`config.mk`:
```
export PLATFORM = sky130hd
export DESIGN_NAME = eth_tx_sched
export DESIGN_NICKNAME = d
export VERILOG_FILES = /design/src/rtl/eth_tx_sched.sv
export SDC_FILE = /design/constraint.sdc
export NUM_CORES = 1
export LEC_CHECK = 0
export CORE_MARGIN = 2
export CORE_UTILIZATION = 35
export DETAILED_ROUTE_END_ITERATION = 10
export DONT_BUFFER_PORTS = 1
export PLACE_DENSITY = 0.53
export SYNTH_ARGS = -nofsm -noshare
export SYNTH_HDL_FRONTEND = slang
export SYNTH_SLANG_ARGS = --single-unit
```
`constraint.sdc`:
```
create_clock -name clk -period 8.2 [get_ports clk]
set_input_delay 2.05 -clock clk [delete_from_list [all_inputs] [get_ports clk]]
set_output_delay 2.05 -clock clk [all_outputs]
set_load 0.02 [all_outputs]
```
`src/rtl/eth_tx_sched.sv`:
```
// eth_tx_sched: frame-level round-robin scheduler between two show-ahead byte
// FIFOs. Each frame is one tag byte plus NEED data bytes, sent as dibits
// (LSB pair first) on the packer's axiiv/axiid input, paced by its stall.
// A pad frame (tag and data all TAG_PAD / zero) goes out when neither source
// holds a full payload.
module eth_tx_sched #(
  parameter int         PAYLOAD_BYTES = 5,
  parameter int         COUNT_W       = 10,
  parameter logic [7:0] TAG_A         = 8'hA1,
  parameter logic [7:0] TAG_B         = 8'hB2,
  parameter logic [7:0] TAG_PAD       = 8'h00
) (
  input  logic               clk,
  input  logic               rst,
  input  logic               stall,
  output logic               axiiv,
  output logic [1:0]         axiid,
  input  logic [7:0]         a_data,
  input  logic [COUNT_W-1:0] a_count,
  output logic               a_rd,
  input  logic [7:0]         b_data,
  input  logic [COUNT_W-1:0] b_count,
  output logic               b_rd,
  output logic [1:0]         owner,
  output logic [15:0]        frames_a,
  output logic [15:0]        frames_b,
  output logic [15:0]        frames_pad,
  output logic [7:0]         aborts
);

  localparam int TOTAL = 4 * PAYLOAD_BYTES;
  localparam int NEED  = PAYLOAD_BYTES - 1;
  localparam int CNT_W = $clog2(TOTAL + 1);

  localparam logic [1:0] OWN_PAD = 2'd0;
  localparam logic [1:0] OWN_A   = 2'd1;
  localparam logic [1:0] OWN_B   = 2'd2;

  typedef enum logic [1:0] {IDLE, SEND, DONE} state_t;

  state_t             state;
  logic [CNT_W-1:0]   dibit_cnt;
  logic [1:0]         last_owner;

  logic               a_elig, b_elig;
  logic               frame_done;
  logic [1:0]         last_next;
  logic [1:0]         owner_sel;
  logic               active;
  logic [CNT_W-3:0]   byte_idx;
  logic [1:0]         pair;
  logic [7:0]         cur_byte;
  logic [7:0]         shifted;

  assign a_elig     = (a_count >= COUNT_W'(NEED));
  assign b_elig     = (b_count >= COUNT_W'(NEED));
  assign frame_done = (state != IDLE) && stall && (dibit_cnt == CNT_W'(TOTAL));
  assign byte_idx   = dibit_cnt[CNT_W-1:2];
  assign pair       = dibit_cnt[1:0];

  // Arbitration uses the post-completion last_owner so a one-cycle stall gap
  // between frames already sees the rotated priority.
  always_comb begin
    last_next = last_owner;
    if (frame_done && (owner == OWN_A || owner == OWN_B))
      last_next = owner;
    owner_sel = OWN_PAD;
    if (a_elig && b_elig)
      owner_sel = (last_next == OWN_A) ? OWN_B : OWN_A;
    else if (a_elig)
      owner_sel = OWN_A;
    else if (b_elig)
      owner_sel = OWN_B;
  end

  // Dibit mux: tag in byte 0, owner's head byte afterwards, LSB pair first.
  always_comb begin
    active = !rst && !stall && (dibit_cnt < CNT_W'(TOTAL));
    if (byte_idx == '0) begin
      case (owner)
        OWN_A:   cur_byte = TAG_A;
        OWN_B:   cur_byte = TAG_B;
        default: cur_byte = TAG_PAD;
      endcase
    end else begin
      case (owner)
        OWN_A:   cur_byte = a_data;
        OWN_B:   cur_byte = b_data;
        default: cur_byte = 8'h00;
      endcase
    end
    shifted = cur_byte >> {pair, 1'b0};
    axiiv   = active;
    axiid   = active ? shifted[1:0] : 2'b00;
    a_rd    = active && (owner == OWN_A) && (byte_idx != '0) && (pair == 2'd3);
    b_rd    = active && (owner == OWN_B) && (byte_idx != '0) && (pair == 2'd3);
  end

  // Frame FSM: count dibits while stall is low, settle statistics when it rises.
  always_ff @(posedge clk or posedge rst) begin
    if (rst) begin
      state      <= IDLE;
      dibit_cnt  <= '0;
      owner      <= OWN_PAD;
      last_owner <= OWN_B;
      frames_a   <= '0;
      frames_b   <= '0;
      frames_pad <= '0;
      aborts     <= '0;
    end else if (stall) begin
      if (state != IDLE) begin
        if (dibit_cnt == CNT_W'(TOTAL)) begin
          case (owner)
            OWN_A:   frames_a   <= frames_a + 16'd1;
            OWN_B:   frames_b   <= frames_b + 16'd1;
            default: frames_pad <= frames_pad + 16'd1;
          endcase
        end else if (dibit_cnt != '0 && aborts != 8'hFF) begin
          aborts <= aborts + 8'd1;
        end
      end
      last_owner <= last_next;
      owner      <= owner_sel;
      dibit_cnt  <= '0;
      state      <= IDLE;
    end else if (dibit_cnt < CNT_W'(TOTAL)) begin
      dibit_cnt <= dibit_cnt + 1'b1;
      state     <= (dibit_cnt == CNT_W'(TOTAL - 1)) ? DONE : SEND;
    end else begin
      state <= DONE;
    end
  end

endmodule

```
### After elaboration in Yosys (flattened, before gate mapping)

Cells that the tools add are included.

| storage, ports and cells | value |
|---|---|
| bits of input ports | 39 |
| logic and storage cells | 66 |
| output and inout bits | 63 |
| register bits | 67 |

| cells by class | value |
|---|---|
| add/sub/neg operators | 5 |
| mux-type cells | 14 |
| equal/unequal tests | 7 |
| reduce and logical (&&, ||, !) cells | 26 |
| magnitude comparators | 3 |
| shift operators | 1 |
| bitwise logic cells | 2 |

Operators by type and width:

| cell | count |
|---|---|
| $add 16x1->16 const B | 3 |
| $pmux 8 s2 | 2 |
| $ge 10x3->1 const B | 2 |
| $mux 2 | 9 |
| $reduce_and 4->1 | 4 |
| $logic_and 1x1->1 | 13 |
| $eq 5x5->1 const B | 2 |
| $mux 5 | 2 |
| $add 8x1->8 const B | 1 |
| $mux 8 | 1 |
| $ne 8x8->1 const B | 1 |
| $shr 8x3->2 | 1 |
| $add 5x1->5 const B | 1 |
| $lt 5x5->1 const B | 1 |
| $reduce_bool 5->1 | 1 |
| $eq 2x1->1 const B | 2 |
| $eq 2x2->1 const B | 2 |
| $reduce_bool 2->1 | 2 |
| $logic_not 3->1 | 1 |
| $reduce_bool 3->1 | 1 |
| $logic_not 1->1 | 2 |
| $not 1->1 | 2 |
| $reduce_or 2->1 | 1 |
| $logic_or 1x1->1 | 1 |

### Logic depth before layout (Yosys ltp)

Gate-level depths: netlist of the first run.

| logic depth | value |
|---|---|
| word-level depth | 8 |
| mapped depth | 8 |
| mapped depth without buffers | 6 |

### Least setup slack after synthesis of the first run

No wires, ideal clock.

| timing | value |
|---|---|
| kind | input to output |
| start point | input port rst |
| end point | output port axiid[0] |
| stages on the path | 4 |
| buffers on the path | 0 |
| required time | 6150 ps |
| setup slack | 1506 ps |
| arrival | 4644 ps |
| path through | inv_1 > and3_1 > nand3_1 > a221oi_1 |

| on the way | value |
|---|---|
| cells in the longest elaborated chain, start to end | 4 |

RTL lines:

| element | line | text |
|---|---|---|
| from (decl) | 14 | `input logic rst,` |
| $logic_not 1->1 (no line) | n/a |  |
| $logic_and 1x1->1 (2 in series) | 78 | `active = !rst && !stall && (dibit_cnt < CNT_W'(TOTAL));` |
| via axiiv | 16 | `output logic axiiv,` |
| $mux 2 | 94 | `axiid = active ? shifted[1:0] : 2'b00;` |
| to (decl) | 17 | `output logic [1:0] axiid,` |

The timed path passes the listed nets, and every way through them passes these cells.

### Final worst setup path of the first run

Ends and elaborated chain as after synthesis.

==> out/metrics.cfg, run 1 <==
[clocking]
hold_buffers = 0
cts_inserted_buffers = 9
h-tree-depth = 3
clock_tree.root_cell = clkbuf_8
worstSkewPairLatency_ns = 0.34
clk_pin_slew_ns = 0.06
clk_path_buf_depth = 2
ctsResizeCount = 0
cts_sinks = 67
cts_setup_buffers = 0
cts_tree = yes

[critical_path]
cp_max_fo = 34
worstSetupPathType = input port to primary output
worst_setup_path_start_kind = input port
critPathArrivalTime_ns = 3.76
critPathRequiredTime_ns = 6.15
worst-r2r-setup-slack_ns = 5.96
end_kind = primary output

[placement]
place_ws_ns = 2.31
hpwl_um = 5430
gp_congestion = 0.804
io_buffers = 0

[floorplan]
pin_count = 102
die_w_um = 103
dieArea_um2 = 10600
chipHeight_um = 103
rows = 36
initial_core_util_pct = 35.6
core_area_um2 = 9640

[synth]
ys_seq_elements = 67
syn_area_per_cell_um2 = 11.1
yosys.area.top_type_share_pct = 48.1
yosysSeqAreaShare_pct = 48.9
synth_edf_count = 0
synth_flop_cell = dfrtp_1
synthTopCellsByArea = dfrtp_1, xnor2_1, nand3_1, ha_1, nand4_1
async_flop_share_pct = 100
synth_nets = 356
synth_area_um2 = 3430
ys_types = 42
syn_inst = 309
synth_top_area_cell = dfrtp_1
yosys_warnings = 0

[timing]
setup-tns-final_ns = 0
setup_ws_ns = 2.39
rsz0062_at_grt = false
tightestPinTransition_ns = 0.856
finalClockSkew_ns = 0.0131
slew_violations = 0
hold_violations = 0
fin_crit_sh_pct = 70.8
hold_ws_ns = 0.522
setup_viol = 0
slew_headroom_pct = 42.7
fmax_mhz = 172
fin_crit_ns = 5.81

[pwr]
ir_drop_v = 0.000150
power.share.switching_pct = 28.3
power_switching_w = 0.000204
power_w = 0.000719
p_per_area_nw_per_um2 = 192
pwr-share-clk_pct = 38.9
p_comb_share_pct = 7.8
power_frac_seq_pct = 53.3
p_leak_nw = 1.70
p_int_w = 0.000515

[layout]
drive_above_1_share_pct = 11.5
nNetsFinal = 356
final_core_util_pct = 38.8
fill_cells = 957
area_growth_pct = 8.96
antennaDiodeCount = 0

[routing]
wl_per_cell_um = 16.7
drcViolationCount = 0
via_per_inst = 5.27
vias = 2357
postRouteAntennaNets = 0
wl_um = 7470
first_iter_violations = 66
drtPass1Iterations = 4

[worst_hold_path]
hold_class = flip-flop to flip-flop

[job]
maxCapViolCount = 0

[grt]
antenna_found_initial = 0
grt_pass1_wl_um = 11800
grtUsageTotal_pct = 14.6
grt_start_max_net_pins = 36
grt_pass1_vias = 2293
overflow = 0

[status]
status = completed

[critical path: stages]
cell,delay (ns)
inv_2,0.51
and3_1,0.46
nand3_1,0.11
a221oi_1,0.62
[cell usage after synthesis, drive strengths merged (6+ instances only)]
cell type,instances
nand4,15
xor2,10
and3,10
nand3,26
a21oi,10
nor4,9
dfrtp,66
nor3,8
nand2,18
inv,11
mux2,6
buf,7
and4,7
xnor2,43
ha,8
nor2,10
[power groups by stage]
stage / Sequential [W] / Clock [W] / Combinational [W]
final: 0.000383 / 0.000280 / 0.0000562
after global placement: 0.000389 / 0 / 0.0000568
after global routing: 0.000386 / 0.000308 / 0.0000653
after CTS: 0.000383 / 0.000293 / 0.0000575
after floorplan: 0.000381 / 0 / 0.0000493
after detailed placement: 0.000390 / 0 / 0.0000574
[final cells by class]
type	count	area, µm²	area share, %
Multi-Input combinational cell	219	1650	44.0
Sequential cell	67	1680	44.8
Inverter	11	41.3	1.10
Tap cell	133	166	4.45
Clock inverter	6	65.1	1.74
Clock buffer	10	138	3.68
Timing Repair Buffer	1	7.51	0.201
[sequential cells by signal, indices dropped and copies added (netlist names)]
register / count
frames_a: 16
frames_b: 16
frames_pad: 16
aborts: 8
dibit_cnt: 5
last_owner: 2
owner: 2
state: 2
[final timing paths]
check / end / cells after the start / start
worst min register to register: last_owner[0] / 1 / last_owner[0]
worst min-delay path: last_owner[0] / 1 / last_owner[0]
worst max-delay path: axiid[0] / 4 / rst
max in group asynchronous: last_owner[1] / 2 / rst
min in group asynchronous: frames_a[12] / 1 / rst
worst max register to register: frames_pad[1] / 5 / dibit_cnt[0]
[layout by cell type (no fill, tap or decap), types with 8 or more instances in the layout]
cell / count
xnor2_1: 43
nor2_1: 10
dfrtp_1: 66
a21oi_1: 10
nand4_1: 15
inv_1: 10
xor2_1: 10
nand3_1: 26
ha_1: 8
and3_1: 10
nand2_1: 18
clkbuf_8: 10
[per-stage QoR]
step           cells  instance area, µm²
4_1_cts          447                3740
6_report         447                3740
3_3_place_gp     431                3540
2_1_floorplan    309                3430
3_5_place_dp     431                3540
5_1_grt          447                3740
[logic make-up after synthesis]
| group | synth area share [%] |
|---|---|
| compound gates | 7.76 |
| xor+xnor | 13.5 |
| fa+ha+maj | 2.91 |
| buf+inv | 3.21 |
| flops | 48.9 |
| mux | 2.26 |
| simple gates | 21.5 |
[routing by layer]
metal,share of wire (%),GRT usage [%],wire [µm]
met5,0,0,0
met4,1.4,5.77,102
met3,6.5,4.27,485
met2,47,22.9,3540
met1,45,18.9,3340
Note: power is estimated with default switching activity, not from simulation.
==> inputs of run 2 (changes only) <==
==> constraint.sdc (replaced) <==
create_clock -name clk -period 5.4 [get_ports clk]
set_input_delay 1.35 -clock clk [delete_from_list [all_inputs] [get_ports clk]]
set_output_delay 1.35 -clock clk [all_outputs]
set_load 0.02 [all_outputs]
==> run 2 against run 1 <==
Register-to-register slack worse by 2.8 ns; hold slack worse by 0.0025 ns; largest cell class unchanged; sequential share of layout area up 0.32 points; largest power group unchanged; combinational power up 53%; clock-buffer cell count up 1.
==> out/metrics.cfg, run 2 (synthesis gave the netlist of run 1 again) <==
[floorplan]
initial_core_util_pct = 35.6
dieArea_um2 = 10600
core_area_um2 = 9640
chipHeight_um = 103
die_w_um = 103
pin_count = 102
rows = 36

[placement]
placedCellCount = 433
gp_congestion = 0.783
io_buffers = 0
hpwl_um = 5510

[grt]
overflow = 0
grtUsageTotal_pct = 14.6
antenna_found_initial = 0
grt_pass1_vias = 2256
grt_pass1_wl_um = 11800
grt_start_max_net_pins = 37

[timing]
slew_violations = 0
slew_headroom_pct = 45.6
setup_viol = 0
fin_crit_ns = 3.88
fmax_mhz = 258
fin_crit_sh_pct = 71.8
rsz0062_at_grt = false
finalClockSkew_ns = 0.0128
setup-tns-final_ns = 0
hold_violations = 0
tightestPinTransition_ns = 0.813

[pwr]
p_int_w = 0.000722
p_leak_nw = 1.68
p_per_area_nw_per_um2 = 274
pwr-share-clk_pct = 34.5
power_switching_w = 0.000297
p_comb_share_pct = 8.4
ir_drop_v = 0.000182
power_frac_seq_pct = 57.0
power.share.switching_pct = 29.2

[routing]
wl_per_cell_um = 16.7
drtPass1Iterations = 4
postRouteAntennaNets = 0
vias = 2361
via_per_inst = 5.26
wl_um = 7480
first_iter_violations = 81
drcViolationCount = 0

[worst_hold_path]
whs_path_depth = 1
hold_class = flip-flop to flip-flop

[clocking]
worstSkewPairLatency_ns = 0.33
cts_inserted_buffers = 9
hold_buffers = 0
cts_tree = yes
clk_path_buf_depth = 2
clk_pin_slew_ns = 0.06
h-tree-depth = 3
cts_sinks = 67
clock_tree.root_cell = clkbuf_8
ctsResizeCount = 0
cts_setup_buffers = 0

[layout]
final_cell_mix = dfrtp_1, xnor2_1, nand3_1
top_regs = frames_a (16), frames_b (16), frames_pad (16)
drive_above_1_share_pct = 11.4
instances_no_fill = 449
seq_area_um2 = 1680
nNetsFinal = 358
fill_cells = 1000
antennaDiodeCount = 0
layout_commonest_cell = dfrtp_1
area_growth_pct = 8.20
multi_input_area_um2 = 1650

[job]
maxCapViolCount = 0

[critical_path]
critPathRequiredTime_ns = 4.05
critPathArrivalTime_ns = 2.53
end_kind = primary output
worstSetupPathType = flip-flop to primary output
cp_max_fo = 14
r2r.worst_path.cells = 6
worst_setup_path_start_kind = flip-flop

[status]
status = completed

run 2: changes by cell type in the layout (fill, tap and decap cells not counted):
cell / change
clkinv_2: +1
clkbuf_8: -1
clkinvlp_4: +1
bufinv_16: -1
buf_4: +2
clkbuf_1: +2
clkinv_4: -2
run 2: worst paths after layout:
check	startpoint	to	slack, ns
max	owner[1]	axiid[1]	1.52
min	last_owner[0]	last_owner[0]	0.52
max reg2reg	dibit_cnt[0]	frames_b[15]	3.12
min reg2reg	last_owner[0]	last_owner[0]	0.52
max in group asynchronous	rst	last_owner[1]	3.51
min in group asynchronous	rst	frames_pad[13]	1.04
run 2: layer usage:
metal	wire (µm)	vias up	global-route usage (%)
met5	0	-	0
met4	76	0	3.95
met3	469	7	5.22
met2	3550	68	22.9
met1	3380	1164	19.1
li1	-	1122	-
run 2: critical path, cell delays in order, from the launching register on:
cell       delay, ns
dfrtp_1         0.50
inv_1           0.12
ha_1            0.54
a22oi_1         0.14
a2111oi_0       0.42
o31ai_1         0.10
a21oi_1         0.39
run 2: power by group through the flow:
stage	logic [W]	registers, W	clock network [W]
finish	0.0000861	0.000581	0.000352
detailed placement	0.0000882	0.000592	0
global placement	0.0000878	0.000591	0
floorplan	0.0000748	0.000579	0
global route	0.000100	0.000586	0.000394
CTS	0.0000887	0.000582	0.000367
run 2: area by class of cell:
| class | instances | area share, % |
|---|---|---|
| clock buffers | 11 | 3.54 |
| clock inverters | 5 | 0.808 |
| inverters | 11 | 1.11 |
| multi-input cells | 219 | 44.3 |
| flip-flops and latches | 67 | 45.2 |
| well taps | 133 | 4.48 |
| repair buffers | 3 | 0.606 |
run 2: metrics by stage:
stage	worst slack [ns]	hold WS [ns]	power [W]	area [µm²]	utilization, %
2_1_floorplan	0.106	0.482	0.000654	3430	-
3_3_place_gp	1.69	0.499	0.000679	3550	36.9
4_1_cts	1.44	0.522	0.00104	3720	38.6
3_5_place_dp	1.69	0.507	0.000680	3550	36.9
5_1_grt	1.23	0.553	0.00108	3720	38.6
6_report	1.52	0.520	0.00102	3720	38.6
==> inputs of run 3 (changes only) <==
--- a/config.mk
+++ b/config.mk
@@ -9,7 +9,7 @@
 export CORE_UTILIZATION = 35
 export DETAILED_ROUTE_END_ITERATION = 10
 export DONT_BUFFER_PORTS = 1
-export PLACE_DENSITY = 0.53
+export PLACE_DENSITY = 0.55
 export SYNTH_ARGS = -nofsm -noshare
 export SYNTH_HDL_FRONTEND = slang
 export SYNTH_SLANG_ARGS = --single-unit
==> constraint.sdc (replaced) <==
create_clock -name clk -period 3.5 [get_ports clk]
set_input_delay 0.875 -clock clk [delete_from_list [all_inputs] [get_ports clk]]
set_output_delay 0.875 -clock clk [all_outputs]
set_load 0.02 [all_outputs]
==> run 3 against run 2 <==
Register-to-register slack lost 1.9 ns; hold slack gained 0.016 ns; combinational power grew 58%; first-iteration DRC count shrank 30%; via count grew 0.30%; global-route usage grew 0.37 points; clock power grew 82%; setup slack lost 1.3 ns; clock skew shrank 0.0057 ns.
==> out/metrics.cfg, run 3 (synthesis gave the netlist of run 1 again) <==
[layout]
top_regs = frames_a (16), frames_b (16), frames_pad (16)
design_area_um2 = 3780
nNetsFinal = 360
final_cell_mix = dfrtp_1, xnor2_1, nand3_1
area_growth_pct = 9.95
layout_commonest_cell = dfrtp_1
instances_no_fill = 451
drive_above_1_share_pct = 13.2
antennaDiodeCount = 0

[grt]
grt_start_max_net_pins = 68
overflow = 0
grt_pass1_wl_um = 12200
antenna_found_initial = 0
grtUsageTotal_pct = 14.9
grt_pass1_vias = 2283

[clocking]
cts_sinks = 67
clk_path_buf_depth = 2
cts_inserted_buffers = 9
hold_buffers = 0
clock_tree.root_cell = clkbuf_8
cts_tree = yes
clk_pin_slew_ns = 0.07
worstSkewPairLatency_ns = 0.34
h-tree-depth = 3

[placement]
hpwl_um = 5550
io_buffers = 0
gp_congestion = 0.828
placedCellCount = 435
place_area_um2 = 3580

[floorplan]
dieArea_um2 = 10600
die_w_um = 103
core_area_um2 = 9640
initial_core_util_pct = 35.6
pin_count = 102
chipHeight_um = 103
rows = 36

[timing]
rsz0062_at_grt = false
finalClockSkew_ns = 0.00716
hold_violations = 0
fin_crit_sh_pct = 93.5
tightestPinTransition_ns = 0.873
fin_crit_ns = 3.27
hold_ws_ns = 0.535
fmax_mhz = 305
slew_violations = 0
slew_headroom_pct = 41.8
setup-tns-final_ns = 0
setup_viol = 0

[critical_path]
critPathRequiredTime_ns = 2.62
critPathArrivalTime_ns = 2.40
cpPeakStageDelay_ns = 0.52
cp_max_fo = 7
slowest_stage = a221oi_2
end_kind = primary output
crit_chain = inv_1, ha_1, buf_4, a22oi_1, a31oi_1, o31ai_1, a221oi_2
cp_num_buf_inv = 2
critical_path.top_delay_family = compound AO/OA/AOI/OAI gates
worst_setup_path_start_kind = flip-flop
worstSetupPathType = flip-flop to primary output

[pwr]
p_per_area_nw_per_um2 = 443
p_leak_nw = 1.71
ir_drop_v = 0.000190
power_w = 0.00167

[worst_hold_path]
hold_class = flip-flop to flip-flop

[routing]
postRouteAntennaNets = 0
drtPass1Iterations = 4
vias = 2368
via_per_inst = 5.25
drcViolationCount = 0
wl_um = 7780
wl_per_cell_um = 17.2
first_iter_violations = 57

[status]
status = completed

[job]
maxCapViolCount = 0

run 3: worst paths after layout:
kind / start / endpoint / slack [ns] / cells after the start
min in group asynchronous: rst / frames_b[15] / 0.74 / 2
max: owner[0] / axiid[0] / 0.23 / 7
min: last_owner[0] / last_owner[0] / 0.54 / 1
min reg2reg: last_owner[0] / last_owner[0] / 0.54 / 1
max reg2reg: dibit_cnt[0] / frames_pad[1] / 1.20 / 5
max in group asynchronous: rst / frames_b[11] / 2.16 / 2
run 3: final cells by class:
class                   count  area, µm²
well taps                 133        166
flip-flops and latches     67       1680
clock inverters             7       68.8
repair buffers              5       37.5
inverters                  11       45.0
clock buffers               9        124
multi-input cells         219       1660
fillers                   975       5860
run 3: stage by stage:
stage	setup slack (ns)	utilization, %
floorplan	0.00945	-
global placement	0.611	37.1
detailed placement	0.592	37.1
CTS	0.192	39.1
global route	0.0651	39.2
finish	0.226	39.2
run 3: where the power goes:
| part | total (W) | internal, W | switching, W | leakage (nW) |
|---|---|---|---|---|
| combinational | 0.000136 | 0.0000550 | 0.0000806 | 0.704 |
| sequential | 0.000897 | 0.000806 | 0.0000910 | 0.908 |
| clock | 0.000639 | 0.000326 | 0.000312 | 0.0950 |
| total | 0.00167 | 0.00119 | 0.000484 | 1.71 |
run 3: repair_timing:
| item | in CTS | in global routing |
|---|---|---|
| buffers inserted | 0 | 0 |
| setup endpoints to repair | 0 | 1 |
| gates resized for setup | 0 | 1 |
run 3: metal layers:
metal / part of all wire (%) / vias to the layer above / global-route usage [%]
met5: 0 / - / 0
met4: 1.9 / 0 / 5.26
met3: 7.9 / 11 / 6.58
met2: 45 / 84 / 21.8
met1: 45 / 1149 / 19.7
li1: - / 1124 / -
